## src/rtl/sdr_data_path_pipe.sv

```systemverilog
// sdr_data_path_pipe: SDRAM DQ/DQM data path with a write alignment pipe,
// a CAS-latency read-return tracker and a sticky turnaround-conflict flag.
//
// Ports:
//   CLK, RESET_N              clock, async active-low reset
//   DATAIN, DM, WR_EN         host write beat (DM bit 1 = byte masked)
//   RD_CMD                    pulse coincident with the READ command
//   DQIN                      data sampled from the DQ pins
//   CLR_ERR                   clears BUS_CONFLICT (a new set wins)
//   DQOUT, DQM, DQ_OE         pin-side write data, masks, tristate enable
//   RDATA, RDATA_VALID        captured read word and its one-cycle strobe
//   BUS_CONFLICT              sticky flag: read capture while DQ driven
//
// Optional feature: define SDR_DP_DQIN_REG_EN to register DQIN in an input
// flop first; the read return then arrives one cycle later.

module sdr_data_path_pipe #(
    parameter int DATA_W    = 16,
    parameter int DM_W      = DATA_W / 8,
    parameter int WR_LAT    = 1,
    parameter int CAS_LAT   = 3,
    parameter int BURST_LEN = 4
) (
    input  logic              CLK,
    input  logic              RESET_N,
    input  logic [DATA_W-1:0] DATAIN,
    input  logic [DM_W-1:0]   DM,
    input  logic              WR_EN,
    input  logic              RD_CMD,
    input  logic [DATA_W-1:0] DQIN,
    input  logic              CLR_ERR,
    output logic [DATA_W-1:0] DQOUT,
    output logic [DM_W-1:0]   DQM,
    output logic              DQ_OE,
    output logic [DATA_W-1:0] RDATA,
    output logic              RDATA_VALID,
    output logic              BUS_CONFLICT
);

    localparam int CW = $clog2(BURST_LEN + 1);

`ifdef SDR_DP_DQIN_REG_EN
    localparam int TOK_D = CAS_LAT + 1;
`else
    localparam int TOK_D = CAS_LAT;
`endif

    // ---------------- write pipeline ----------------
    // Data/mask stages only load on a valid beat so DQOUT holds the last
    // written word between writes instead of tracking idle DATAIN.
    logic [DATA_W-1:0] wd_q [WR_LAT];
    logic [DM_W-1:0]   wm_q [WR_LAT];
    logic [WR_LAT-1:0] we_q;

    always_ff @(posedge CLK or negedge RESET_N) begin
        if (!RESET_N) begin
            we_q <= '0;
            for (int i = 0; i < WR_LAT; i++) begin
                wd_q[i] <= '0;
                wm_q[i] <= '1;
            end
        end else begin
            we_q[0] <= WR_EN;
            if (WR_EN) begin
                wd_q[0] <= DATAIN;
                wm_q[0] <= DM;
            end
            for (int i = 1; i < WR_LAT; i++) begin
                we_q[i] <= we_q[i-1];
                if (we_q[i-1]) begin
                    wd_q[i] <= wd_q[i-1];
                    wm_q[i] <= wm_q[i-1];
                end
            end
        end
    end

    assign DQ_OE = we_q[WR_LAT-1];
    assign DQOUT = wd_q[WR_LAT-1];
    assign DQM   = DQ_OE ? wm_q[WR_LAT-1] : '1;

    // ---------------- read burst generator ----------------
    logic [CW-1:0] burst_cnt_q;
    logic [CW-1:0] burst_cnt_d;
    logic          rd_active;

    // A new RD_CMD reloads the count, truncating any running burst.
    always_comb begin
        burst_cnt_d = '0;
        rd_active   = 1'b0;
        if (RD_CMD) begin
            burst_cnt_d = CW'(BURST_LEN);
            rd_active   = 1'b1;
        end else if (burst_cnt_q > CW'(1)) begin
            burst_cnt_d = burst_cnt_q - CW'(1);
            rd_active   = 1'b1;
        end
    end

    // ---------------- read return ----------------
    logic [TOK_D-1:0]  tok_q;
    logic              tok_exit;
    logic [DATA_W-1:0] cap_src;
    logic              oe_cmp;
    logic [DATA_W-1:0] rdata_q;
    logic              rvalid_q;
    logic              conflict_q;
    logic              conflict_d;

    assign tok_exit = tok_q[TOK_D-1];

`ifdef SDR_DP_DQIN_REG_EN
    logic [DATA_W-1:0] dqin_q;
    logic              oe_q;

    // The captured word was on the pins one cycle before the token
    // exits, so the conflict test uses the DQ_OE of that cycle.
    always_ff @(posedge CLK or negedge RESET_N) begin
        if (!RESET_N) begin
            dqin_q <= '0;
            oe_q   <= 1'b0;
        end else begin
            dqin_q <= DQIN;
            oe_q   <= DQ_OE;
        end
    end

    assign cap_src = dqin_q;
    assign oe_cmp  = oe_q;
`else
    assign cap_src = DQIN;
    assign oe_cmp  = DQ_OE;
`endif

    // Set has priority over a coincident clear.
    assign conflict_d = (tok_exit & oe_cmp) | (conflict_q & ~CLR_ERR);

    always_ff @(posedge CLK or negedge RESET_N) begin
        if (!RESET_N) begin
            burst_cnt_q <= '0;
            tok_q       <= '0;
            rdata_q     <= '0;
            rvalid_q    <= 1'b0;
            conflict_q  <= 1'b0;
        end else begin
            burst_cnt_q <= burst_cnt_d;
            tok_q       <= {tok_q[TOK_D-2:0], rd_active};
            rvalid_q    <= tok_exit;
            if (tok_exit) begin
                rdata_q <= cap_src;
            end
            conflict_q  <= conflict_d;
        end
    end

    assign RDATA        = rdata_q;
    assign RDATA_VALID  = rvalid_q;
    assign BUS_CONFLICT = conflict_q;

endmodule

```

## config.mk

```make
export PLATFORM = sky130hd
export DESIGN_NAME = sdr_data_path_pipe
export DESIGN_NICKNAME = d
export VERILOG_FILES = /design/src/rtl/sdr_data_path_pipe.sv
export SDC_FILE = /design/constraint.sdc
export NUM_CORES = 1
export LEC_CHECK = 0
export CAP_MARGIN = 20
export CORE_UTILIZATION = 41
export DETAILED_ROUTE_END_ITERATION = 16
export GPL_TIMING_DRIVEN = 0
export PLACE_DENSITY = 0.76
export SLEW_MARGIN = 10
export SYNTH_ARGS = -nofsm -noshare
export SYNTH_HDL_FRONTEND = slang
export SYNTH_SLANG_ARGS = --single-unit
export TNS_END_PERCENT = 30
```

## constraint.sdc

```tcl
create_clock -name CLK -period 1.5 [get_ports CLK]
set_clock_uncertainty 0.15 [all_clocks]
set_input_delay 0.45 -clock CLK [delete_from_list [all_inputs] [get_ports CLK]]
set_output_delay 0.45 -clock CLK [all_outputs]
set_load 0.05 [all_outputs]
```

==> results.cfg <==
[status]
outcome = finished with violations
violations = negative setup slack

[sta]
setup_tns_ns = -0.728
min_period_over_period_pct = 112
hold_viol_final = 0
max_slew_margin_pct = 74.6
tightest_slew_ns = 0.381
finalCriticalPeriod_ns = 1.68
setup_viol = 6
maxSlewViolCount = 0
fmax_mhz = 595
fin_ws_ns = -0.180
rsz0062_at_grt = true

[drt]
routed_via_density = 4.67
drtIter0Drc = 45
dr.pass1.iters = 4
wl_per_cell_um = 14.3
vias = 1097
remaining_drc_errors = 0
routed_wl_um = 3370
antenna_left = 0

[floorplan]
die_h_um = 66.7
start_util_pct = 42.9
rows = 23
die_w_um = 66.7
die-area_mm2 = 0.00444
coreArea_mm2 = 0.00400
io_pins = 76

[setup_path]
worst_ep_arrival_time_ns = 1.08
path_class = reg2out
worstPathRequired_ns = 0.90
cp_max_fo = 2
startpoint_type = flip-flop
worst_setup_path_end_kind = primary output
reg2regPathDepth = 4

[power]
pwr_density_cell_mw_per_mm2 = 1330
seqPwrFrac_pct = 41.1
switching_share_pct = 34.2
p_leak_nw = 1.24
combinationalPowerShare_pct = 36.7
peakVddDrop_mv = 0.679
intPower_mw = 2.33
p_clk_share_pct = 22.1
p_sw_mw = 1.21

[run]
maxCapViolations = 0

[final_layout]
antennaDiodeCount = 0
final_common_cell = dfrtp_1
area_delta_synth_final_pct = 55.5
stdcell_count = 235
final_net_count = 225
layout-drive-gt1-share_pct = 48.6
register_area_mm2 = 0.00108
final_cell_mix = dfrtp_1, clkdlybuf4s50_1, buf_6
fillers = 286
multiInputGateArea_um2 = 564

[place]
hpwlAfterDp_um = 2600
dp_cells = 226
gp_congestion = 0.694
port_buffers = 75

[grt]
grt_max_degree = 29
grt_pass1_wl_um = 5510
grt_use_total_pct = 17.3
grt_pass1_vias = 1203
gr-total-overflow = 0
grt_antenna_before_repair = 0

[logic_synthesis]
yosysWarnings = 0
ys_ff_latch = 43
avgSynthCellArea_um2 = 17.1
netlist_instances = 100
yosysUniqueCellTypes = 15
seq_area_frac_synth_pct = 62.9
synth_nets = 141
synth_area_mm2 = 0.00171

[cts]
cts_root_buffer = clkbuf_8
cts_tree = built
cts_buffers = 5
clock_path_buffers = 2
cts_max_level = 2
clk_pin_slew_ns = 0.08
post_cts_buffers = 0
clock_latency_ns = 0.29
cts.sinks = 43

[worst_hold_path]
min_path_cells = 0
hp-class = reg2reg
[state kept, by name, summed over array words and instances, names as in the netlist]
| name | flops |
|---|---|
| tok_q | 3 |
| DQ_OE | 1 |
| RDATA | 16 |
| BUS_CONFLICT | 1 |
| DQOUT | 16 |
| wm_q | 2 |
| RDATA_VALID | 1 |
| burst_cnt_q | 3 |
[path summary, 6_finish.rpt]
path                                 from              to  slack (ns)
hold reg to reg                  tok_q[0]        tok_q[1]        0.20
setup reg to reg           burst_cnt_q[1]  burst_cnt_q[1]        0.19
setup / recovery                  wm_q[0]          DQM[0]       -0.18
hold / removal                   tok_q[0]        tok_q[1]        0.20
min in group asynchronous         RESET_N       RDATA[14]        0.48
max in group asynchronous         RESET_N         wm_q[1]        0.18
[per-stage QoR]
stage	utilization [%]	hold WS, ns	power, mW	setup slack [ns]	area, um2
2_1_floorplan	-	0.00441	2.30	0.118	1720
3_3_place_gp	63.3	0.182	2.72	-1.32	2530
3_5_place_dp	63.7	0.186	2.77	-0.530	2550
4_1_cts	66.5	0.201	3.54	-0.194	2660
5_1_grt	66.6	0.212	3.72	-0.228	2670
6_report	66.6	0.201	3.55	-0.180	2670
[final cells by class]
| class | instances | area share, % |
|---|---|---|
| plain buffers | 4 | 2.35 |
| clock buffers | 7 | 3.62 |
| clock inverters | 1 | 0.282 |
| inverters | 5 | 0.704 |
| multi-input cells | 48 | 21.2 |
| flip-flops and latches | 43 | 40.5 |
| well taps | 50 | 2.35 |
| repair buffers | 77 | 29.0 |
[synthesized netlist by cell type, drive strengths merged]
library cell	number	share of area, %
a211oi	2	0.88
buf	4	3.6
dfrtp	41	60
dfstp	2	3.1
ha	2	1.5
inv	5	1.1
mux2	34	26
nand2	1	0.22
nand2b	5	1.8
nand3	1	0.29
o211ai	1	0.44
o21ai	1	0.29
o21bai	1	0.44
[kinds of logic (layout without fill, tap and decap cells)]
| logic type | count (synthesis) | after routing | share of synthesized area (%) |
|---|---|---|---|
| flops | 43 | 43 | 62.9 |
| fa+ha+maj | 2 | 2 | 1.46 |
| simple gates | 7 | 7 | 2.34 |
| compound gates | 5 | 5 | 2.04 |
| mux | 34 | 34 | 26.5 |
| buf+inv | 9 | 94 | 4.74 |
[per-layer routing]
| layer | GRT usage [%] | up-vias | part of all wire [%] |
|---|---|---|---|
| li1 | - | 508 | - |
| met1 | 19.3 | 540 | 40 |
| met2 | 29.4 | 40 | 52 |
| met3 | 4.62 | 9 | 5.0 |
| met4 | 9.84 | 0 | 3.0 |
| met5 | 0 | - | 0 |
[power groups by stage]
stage               combinational, mW  sequential (mW)  clock (mW)
floorplan                       0.396             1.90           0
CTS                              1.28             1.45       0.818
global route                     1.37             1.48       0.865
detailed placement               1.31             1.47           0
finish                           1.30             1.46       0.785
global placement                 1.27             1.45           0
[repair_timing]
item | CTS | global route
hold buffers | 1 | 0
endpoints found under the setup margin | 47 | 34
hold endpoints to repair | 15 | 0
gates resized for setup | 167 | 86
[worst max-delay path, cell delays in order (launching register included)]
cell and delay, ns:
dfstp_2 0.53, nand2b_4 0.12, buf_8 0.14
No activity file was read; power rests on OpenSTA's default activity.
